$ cat src/rtl/uart_rx_buffered_byte_fifo.sv
// Byte FIFO with first-word fall-through output and a separate occupancy count.
// A pop on a full FIFO frees the slot before the same-cycle push is considered.
module reflet_byte_fifo #(
  parameter int fifo_addr_bits = 2
) (
  input  logic                      clk,
  input  logic                      reset,
  input  logic                      push,
  input  logic [7:0]                din,
  input  logic                      pop,
  output logic [7:0]                dout,
  output logic [fifo_addr_bits:0]   count,
  output logic                      full,
  output logic                      empty
);

  localparam int DEPTH = 1 << fifo_addr_bits;
  localparam logic [fifo_addr_bits-1:0] PTR_ONE  = 1;
  localparam logic [fifo_addr_bits:0]   CNT_ONE  = 1;
  localparam logic [fifo_addr_bits:0]   CNT_FULL = CNT_ONE << fifo_addr_bits;

  logic [7:0]                r_mem [DEPTH];
  logic [fifo_addr_bits-1:0] r_wr_ptr;
  logic [fifo_addr_bits-1:0] r_rd_ptr;
  logic [fifo_addr_bits:0]   r_count;
  logic [7:0]                r_last;
  logic                      w_pop;
  logic                      w_push;

  assign empty  = (r_count == '0);
  assign full   = (r_count == CNT_FULL);
  assign w_pop  = pop & ~empty;
  assign w_push = push & (~full | w_pop);
  assign count  = r_count;
  // When empty the output keeps showing the byte most recently popped
  assign dout   = empty ? r_last : r_mem[r_rd_ptr];

  always_ff @(posedge clk) begin
    if (w_push) begin
      r_mem[r_wr_ptr] <= din;
    end
  end

  always_ff @(posedge clk) begin
    if (reset) begin
      r_wr_ptr <= '0;
      r_rd_ptr <= '0;
      r_count  <= '0;
      r_last   <= 8'h00;
    end else begin
      if (w_push) begin
        r_wr_ptr <= r_wr_ptr + PTR_ONE;
      end
      if (w_pop) begin
        r_rd_ptr <= r_rd_ptr + PTR_ONE;
        r_last   <= r_mem[r_rd_ptr];
      end
      case ({w_push, w_pop})
        2'b10:   r_count <= r_count + CNT_ONE;
        2'b01:   r_count <= r_count - CNT_ONE;
        default: r_count <= r_count;
      endcase
    end
  end

endmodule

$ cat src/rtl/uart_rx_buffered.sv
// 8N1 UART receiver feeding a byte FIFO, with sticky overrun and framing-error flags.
// The line is sampled mid-bit from a counter reloaded on every state entry.
module uart_rx_buffered #(
  parameter int clk_freq       = 1_000_000,
  parameter int baud_rate      = 9600,
  parameter int fifo_addr_bits = 2
) (
  input  logic                    clk,
  input  logic                    reset,
  input  logic                    rx,
  input  logic                    rd_en,
  input  logic                    clear_err,
  output logic [7:0]              data_out,
  output logic                    data_valid,
  output logic [fifo_addr_bits:0] count,
  output logic                    overrun,
  output logic                    frame_err,
  output logic                    busy
);

  localparam int DIV   = clk_freq / baud_rate;
  localparam int HALF  = DIV / 2;
  localparam int CNT_W = (DIV > 2) ? $clog2(DIV) : 1;
  localparam logic [CNT_W-1:0] RELOAD_BIT  = CNT_W'(DIV - 1);
  localparam logic [CNT_W-1:0] RELOAD_HALF = CNT_W'(HALF - 1);
  localparam logic [CNT_W-1:0] CNT_ONE     = 1;

  localparam logic [2:0] ST_IDLE  = 3'd0;
  localparam logic [2:0] ST_START = 3'd1;
  localparam logic [2:0] ST_DATA  = 3'd2;
  localparam logic [2:0] ST_STOP  = 3'd3;
  localparam logic [2:0] ST_BREAK = 3'd4;

  typedef enum logic [2:0] {
    IDLE  = ST_IDLE,
    START = ST_START,
    DATA  = ST_DATA,
    STOP  = ST_STOP,
    BREAK = ST_BREAK
  } state_t;

  state_t           r_state;
  logic             r_rx_m;
  logic             r_rx_s;
  logic [CNT_W-1:0] r_cnt;
  logic [2:0]       r_bit;
  logic [7:0]       r_shift;
  logic             r_overrun;
  logic             r_frame_err;

  state_t           w_state_nxt;
  logic [CNT_W-1:0] w_cnt_nxt;
  logic [2:0]       w_bit_nxt;
  logic [7:0]       w_shift_nxt;
  logic             w_push;
  logic             w_frame_set;
  logic             w_ovr_set;
  logic             w_cnt_zero;
  logic             w_full;
  logic             w_empty;

  // Two-flop synchronizer; resets to the idle line level
  always_ff @(posedge clk) begin
    if (reset) begin
      r_rx_m <= 1'b1;
      r_rx_s <= 1'b1;
    end else begin
      r_rx_m <= rx;
      r_rx_s <= r_rx_m;
    end
  end

  assign w_cnt_zero = (r_cnt == '0);

  always_comb begin
    w_state_nxt = r_state;
    w_cnt_nxt   = w_cnt_zero ? r_cnt : (r_cnt - CNT_ONE);
    w_bit_nxt   = r_bit;
    w_shift_nxt = r_shift;
    w_push      = 1'b0;
    w_frame_set = 1'b0;
    case (r_state)
      IDLE: begin
        if (!r_rx_s) begin
          w_state_nxt = START;
          w_cnt_nxt   = RELOAD_HALF;
        end
      end
      START: begin
        if (w_cnt_zero) begin
          if (!r_rx_s) begin
            w_state_nxt = DATA;
            w_bit_nxt   = 3'd0;
            w_cnt_nxt   = RELOAD_BIT;
          end else begin
            w_state_nxt = IDLE;
          end
        end
      end
      DATA: begin
        if (w_cnt_zero) begin
          w_shift_nxt = {r_rx_s, r_shift[7:1]};
          w_cnt_nxt   = RELOAD_BIT;
          if (r_bit == 3'd7) begin
            w_state_nxt = STOP;
          end else begin
            w_bit_nxt = r_bit + 3'd1;
          end
        end
      end
      STOP: begin
        if (w_cnt_zero) begin
          if (r_rx_s) begin
            w_push      = 1'b1;
            w_state_nxt = IDLE;
          end else begin
            w_frame_set = 1'b1;
            w_state_nxt = BREAK;
          end
        end
      end
      BREAK: begin
        // A line held low yields one frame error, then waits here for idle
        if (r_rx_s) begin
          w_state_nxt = IDLE;
        end
      end
      default: w_state_nxt = IDLE;
    endcase
  end

  always_ff @(posedge clk) begin
    if (reset) begin
      r_state <= IDLE;
      r_cnt   <= '0;
      r_bit   <= 3'd0;
    end else begin
      r_state <= w_state_nxt;
      r_cnt   <= w_cnt_nxt;
      r_bit   <= w_bit_nxt;
    end
  end

  always_ff @(posedge clk) begin
    r_shift <= w_shift_nxt;
  end

  // A full FIFO with a same-cycle pop still accepts the byte
  assign w_ovr_set = w_push & w_full & ~rd_en;

  always_ff @(posedge clk) begin
    if (reset) begin
      r_overrun   <= 1'b0;
      r_frame_err <= 1'b0;
    end else begin
      r_overrun   <= (r_overrun & ~clear_err) | w_ovr_set;
      r_frame_err <= (r_frame_err & ~clear_err) | w_frame_set;
    end
  end

  reflet_byte_fifo #(
    .fifo_addr_bits(fifo_addr_bits)
  ) u_fifo (
    .clk   (clk),
    .reset (reset),
    .push  (w_push),
    .din   (w_shift_nxt),
    .pop   (rd_en),
    .dout  (data_out),
    .count (count),
    .full  (w_full),
    .empty (w_empty)
  );

  assign data_valid = ~w_empty;
  assign overrun    = r_overrun;
  assign frame_err  = r_frame_err;
  assign busy       = (r_state != IDLE);

endmodule

$ cat config.mk
export PLATFORM = sky130hd
export DESIGN_NAME = uart_rx_buffered
export DESIGN_NICKNAME = d
export VERILOG_FILES = /design/src/rtl/uart_rx_buffered_byte_fifo.sv /design/src/rtl/uart_rx_buffered.sv
export SDC_FILE = /design/constraint.sdc
export NUM_CORES = 1
export LEC_CHECK = 0
export CORE_MARGIN = 8
export CORE_UTILIZATION = 58
export CTS_CLUSTER_DIAMETER = 80
export DETAILED_ROUTE_END_ITERATION = 8
export GPL_ROUTABILITY_DRIVEN = 0
export PLACE_DENSITY_LB_ADDON = 0.2
export SLEW_MARGIN = 10
export SYNTH_ARGS = -nofsm -noshare
export SYNTH_HDL_FRONTEND = slang
export SYNTH_HIERARCHICAL = 1
export SYNTH_SLANG_ARGS = --single-unit
$ cat constraint.sdc
create_clock -name clk -period 3.6 [get_ports clk]
set_input_delay 0.9 -clock clk [delete_from_list [all_inputs] [get_ports clk]]
set_output_delay 0.9 -clock clk [all_outputs]
set_load 0.02 [all_outputs]
==> results.txt <==
- In this run the power density over the cells is 525.5 mW/mm2.
- MaxCap Viol Count: 0
* Final-report max-slew violation count: 0
* Worst endpoint data arrival time: 2430 ps
* Register bit total from synthesis: 74
- On the worst path, the slowest cell contributes a delay of about 660 ps.
- STA classifies the critical path startpoint as a register.
* Yosys top cell area share: a little under a third
- Post-synth ARST share: 0%
- The die covers 0.008146 mm2.
- CTS clock-pin slew for the worst setup and hold paths: 80 ps
- Maximum number of pins on one net before global-route repair: 22
* Number of buffers and inverters on the critical path: 1
- Net switching is 27.67% of the power.
- The floorplan step set the die width to 90.26 um.
- The number of endpoints with negative hold slack in the final report came to 0.
* PnR worst setup slack: between 200 and 300 ps
* Final setup violation count: 0
- Each instance of the synthesized netlist takes up on average approximately 12 um2.
- Path type of the worst setup path: reg -> out
- Placeable core area: ~0.0054 mm2
- At the pin with the least slew margin, the transition time is 845.2 ps.
- DRC violations left: 0
- Post-Route Hold Slack: 419.9 ps
- Setup total negative slack on the finished layout was measured at 0 ps.
* First DRT Iteration DRCs: 94
- Across the routed clock network, the largest skew measured is 8.262 ps.
- TritonCTS built the clock tree.
* Detailed Place HPWL: roughly 3900 um
- Number of nets in the layout: 295
- Clock share of power: 32.4%
- Yosys synthesis warning count: 6
- The clock net in this run drives a total of 74 sinks.
- Dividing the detail-routed wire length by the instance count gives roughly 15 um.
- Of all cell types, the one taking the most synthesized area is edfxtp_1.
- # Post-CTS Setup Buffers: 0
- In this run the tool buffered the top-level ports with 19 buffer cells.
- Global routing consumed, over all layers together, 14.69% of the routing resources.
- The first detailed-routing pass ran for 4 iterations.
- When the netlist entered floorplanning its net count stood at 275.
* Num CTS Buffers: 9
- Wire length of the first global-routing pass: 9549 um
- The clock passes through at most 2 buffers.
* Worst hold path class: reg -> reg
* Slew headroom: 43.32%
- Dividing the detail-routed via count by the number of cells gives approximately 5.6.
- After synthesis the cells add up to roughly 0.0032 mm2.
- In this run the remaining antenna-violating nets after routing total 0.
- After filler insertion, the fill cell instance count of the layout stands at 411.
- Clock root buffer: clkbuf_8
- Leftover overflow at the end of global routing: 0
- Cell Area, Placed: about 0.0034 mm2
* Via count of the first global-routing pass: 2,008
* Post-layout min period: 3329 ps
- Share of the clock period used by the worst path after layout: 92.49%
- Top flip-flop cell by instance count after synthesis: dfxtp_1
* Power dissipated by switching net loads: roughly 0.53 mW
* Diodes inserted: 0
- Internal cell power: 1.373 mW
- Fin area: 0.003613 mm2
- For this design, the CTS-stage hold fixing added 0 buffers.
* Number of rows created at floorplan: 27
- Delay-heaviest family, CP: multiplexers
* # H-tree levels: 3
- Maximum clock rate: 300.3 MHz
* Critical path capture point type: output port
* Vias: around 2,000
- Of the total power, registers draw 49.9%.
* Cells taking the most area after synthesis: edfxtp_1, dfxtp_1, mux2_2
- Dpl ws: 476.5 ps
* Worst skew pair latency: 350 ps
- Wire length after detailed routing: 5494 um
- Post-Synthesis Cells: 259
- Starting density of the core: 59.17%
* Top-Level Pins: 20
* Setup repair after global routing missed its margin: false
- Cells along the critical path: mux4_2 > mux2_2 > clkdlybuf4s50_1
- Layout cells sized above 1: 19.01%
* Worst IR Drop VDD: 460.3 uV
* Leakage power: 1.360 nW
- STA puts the critical path data required time at 2700 ps.
* Number of distinct library cells after synthesis: 50
* Leading cell type by number of instances after synthesis: dfxtp_1
* Antenna violations before repair: 0
- For this design, the slowest cell found on the critical path is dfxtp_1.
* DIE HEIGHT: roughly 90 um
- Number of enable flip-flop cells after synthesis: 32
- The run finished with clean final reports.
- Comb power frac: 17.7%
- Compared with the post-synthesis result, the final layout area differs by 12.99%.
* Synth cell count leaders: dfxtp_1, edfxtp_1, nand2_1
* Sequential share of the synthesized area: 56.34%
- The number of gates resized after CTS was 0.
- CP Max Fanout: 8
-- layout by cell type, fill, tap and decap left out, drive strengths merged, types with 2 or more instances in the layout --
| cell | netlist | final |
|---|---|---|
| clkbuf | 8 | 11 |
| a21oi | 20 | 20 |
| mux4 | 8 | 8 |
| ha | 10 | 10 |
| nand2b | 7 | 7 |
| or4 | 2 | 2 |
| or2 | 2 | 2 |
| edfxtp | 32 | 32 |
| mux2 | 18 | 18 |
| nor4 | 3 | 3 |
| inv | 17 | 17 |
| nor2 | 15 | 15 |
| xnor2 | 3 | 3 |
| xor2 | 3 | 3 |
| nor3 | 5 | 5 |
| dfxtp | 42 | 42 |
| nand2 | 23 | 23 |
| clkdlybuf4s50 | 0 | 19 |
| a311oi | 3 | 3 |
| mux2i | 2 | 2 |
| a211oi | 2 | 2 |
| clkinv | 0 | 3 |
| o31ai | 3 | 3 |
| and2 | 4 | 4 |
| a22o | 2 | 2 |
| nor3b | 3 | 3 |
| o21ai | 3 | 3 |
| or3 | 3 | 3 |
-- worst register-to-register path, cell delays in order, from the launching register on --
cell      delay (ps)
dfxtp_1          360
or4_4            600
nor2_4           190
inv_2            110
or3_1            370
nor2_1           110
a21boi_2         310
inv_1             80
ha_1             230
inv_1             80
fa_1             170
xor2_1            70
or3_1            300
a21oi_1          140
-- per-layer routing --
| metal | GRT usage, % | vias up | wire (um) |
|---|---|---|---|
| li1 | - | 976 | - |
| met1 | 17.67 | 963 | 2467 |
| met2 | 22.82 | 32 | 2667 |
| met3 | 4.572 | 9 | 233 |
| met4 | 8.322 | 0 | 125 |
| met5 | 0 | - | 0 |
-- area by class of cell --
| cell class | instances | area (um2) | area share, % |
|---|---|---|---|
| inverter | 17 | 66.31 | 1.835 |
| clock buffer | 11 | 131.4 | 3.636 |
| clock inverter | 5 | 56.30 | 1.558 |
| tap | 72 | 90.09 | 2.493 |
| timing repair buffer | 20 | 197.7 | 5.471 |
| sequential | 74 | 1802 | 49.86 |
| multi-input combinational | 157 | 1270 | 35.15 |
-- state kept, by name (all words and copies together), names as in the netlist, named ones only --
signal	count
u_fifo/r_rd_ptr	2
overrun	1
r_cnt	7
r_shift	8
u_fifo/r_last	8
r_rx_s	1
frame_err	1
u_fifo/r_wr_ptr	2
r_state	3
u_fifo/count	3
r_rx_m	1
u_fifo/r_mem	32
r_bit	3
-- cells by family after synthesis --
family	Yosys count	share of synthesized area [%]
AO/OA/AOI/OAI	41	8.490
XOR/XNOR	6	1.643
adder cells (fa/ha/maj)	11	4.538
buffers and inverters	28	3.951
flip-flops	74	56.34
multiplexers	28	12.60
AND/OR/NAND/NOR	71	12.44
-- power by group through the flow --
stage | combinational, mW | clock, mW | sequential, mW
3_5_place_dp | 0.334 | 0 | 0.965
4_1_cts | 0.336 | 0.631 | 0.946
3_3_place_gp | 0.327 | 0 | 0.964
6_report | 0.336 | 0.616 | 0.947
5_1_grt | 0.377 | 0.671 | 0.953
2_1_floorplan | 0.297 | 0 | 0.953
-- through the flow --
| stage | power, mW | std cells | util, % |
|---|---|---|---|
| 5_1_grt | 2.001 | 356 | 66.85 |
| 3_3_place_gp | 1.291 | 340 | 63.38 |
| 2_1_floorplan | 1.250 | 259 | - |
| 4_1_cts | 1.913 | 356 | 66.85 |
| 6_report | 1.899 | 356 | 66.85 |
| 3_5_place_dp | 1.299 | 340 | 63.38 |
-- path summary, 6_finish.rpt --
path	startpoint	to	slack [ps]	cells after the start
max	register	data_out[5]	270	3
min	r_rx_m$_SDFF_PP1_	r_rx_s$_SDFF_PP1_	420	1
max reg2reg	r_cnt[2]$_SDFF_PP0_	u_fifo/count[2]$_SDFFE_PP0P_	440	13
min reg2reg	r_rx_m$_SDFF_PP1_	r_rx_s$_SDFF_PP1_	420	1
(Power assumes the default switching activity.)
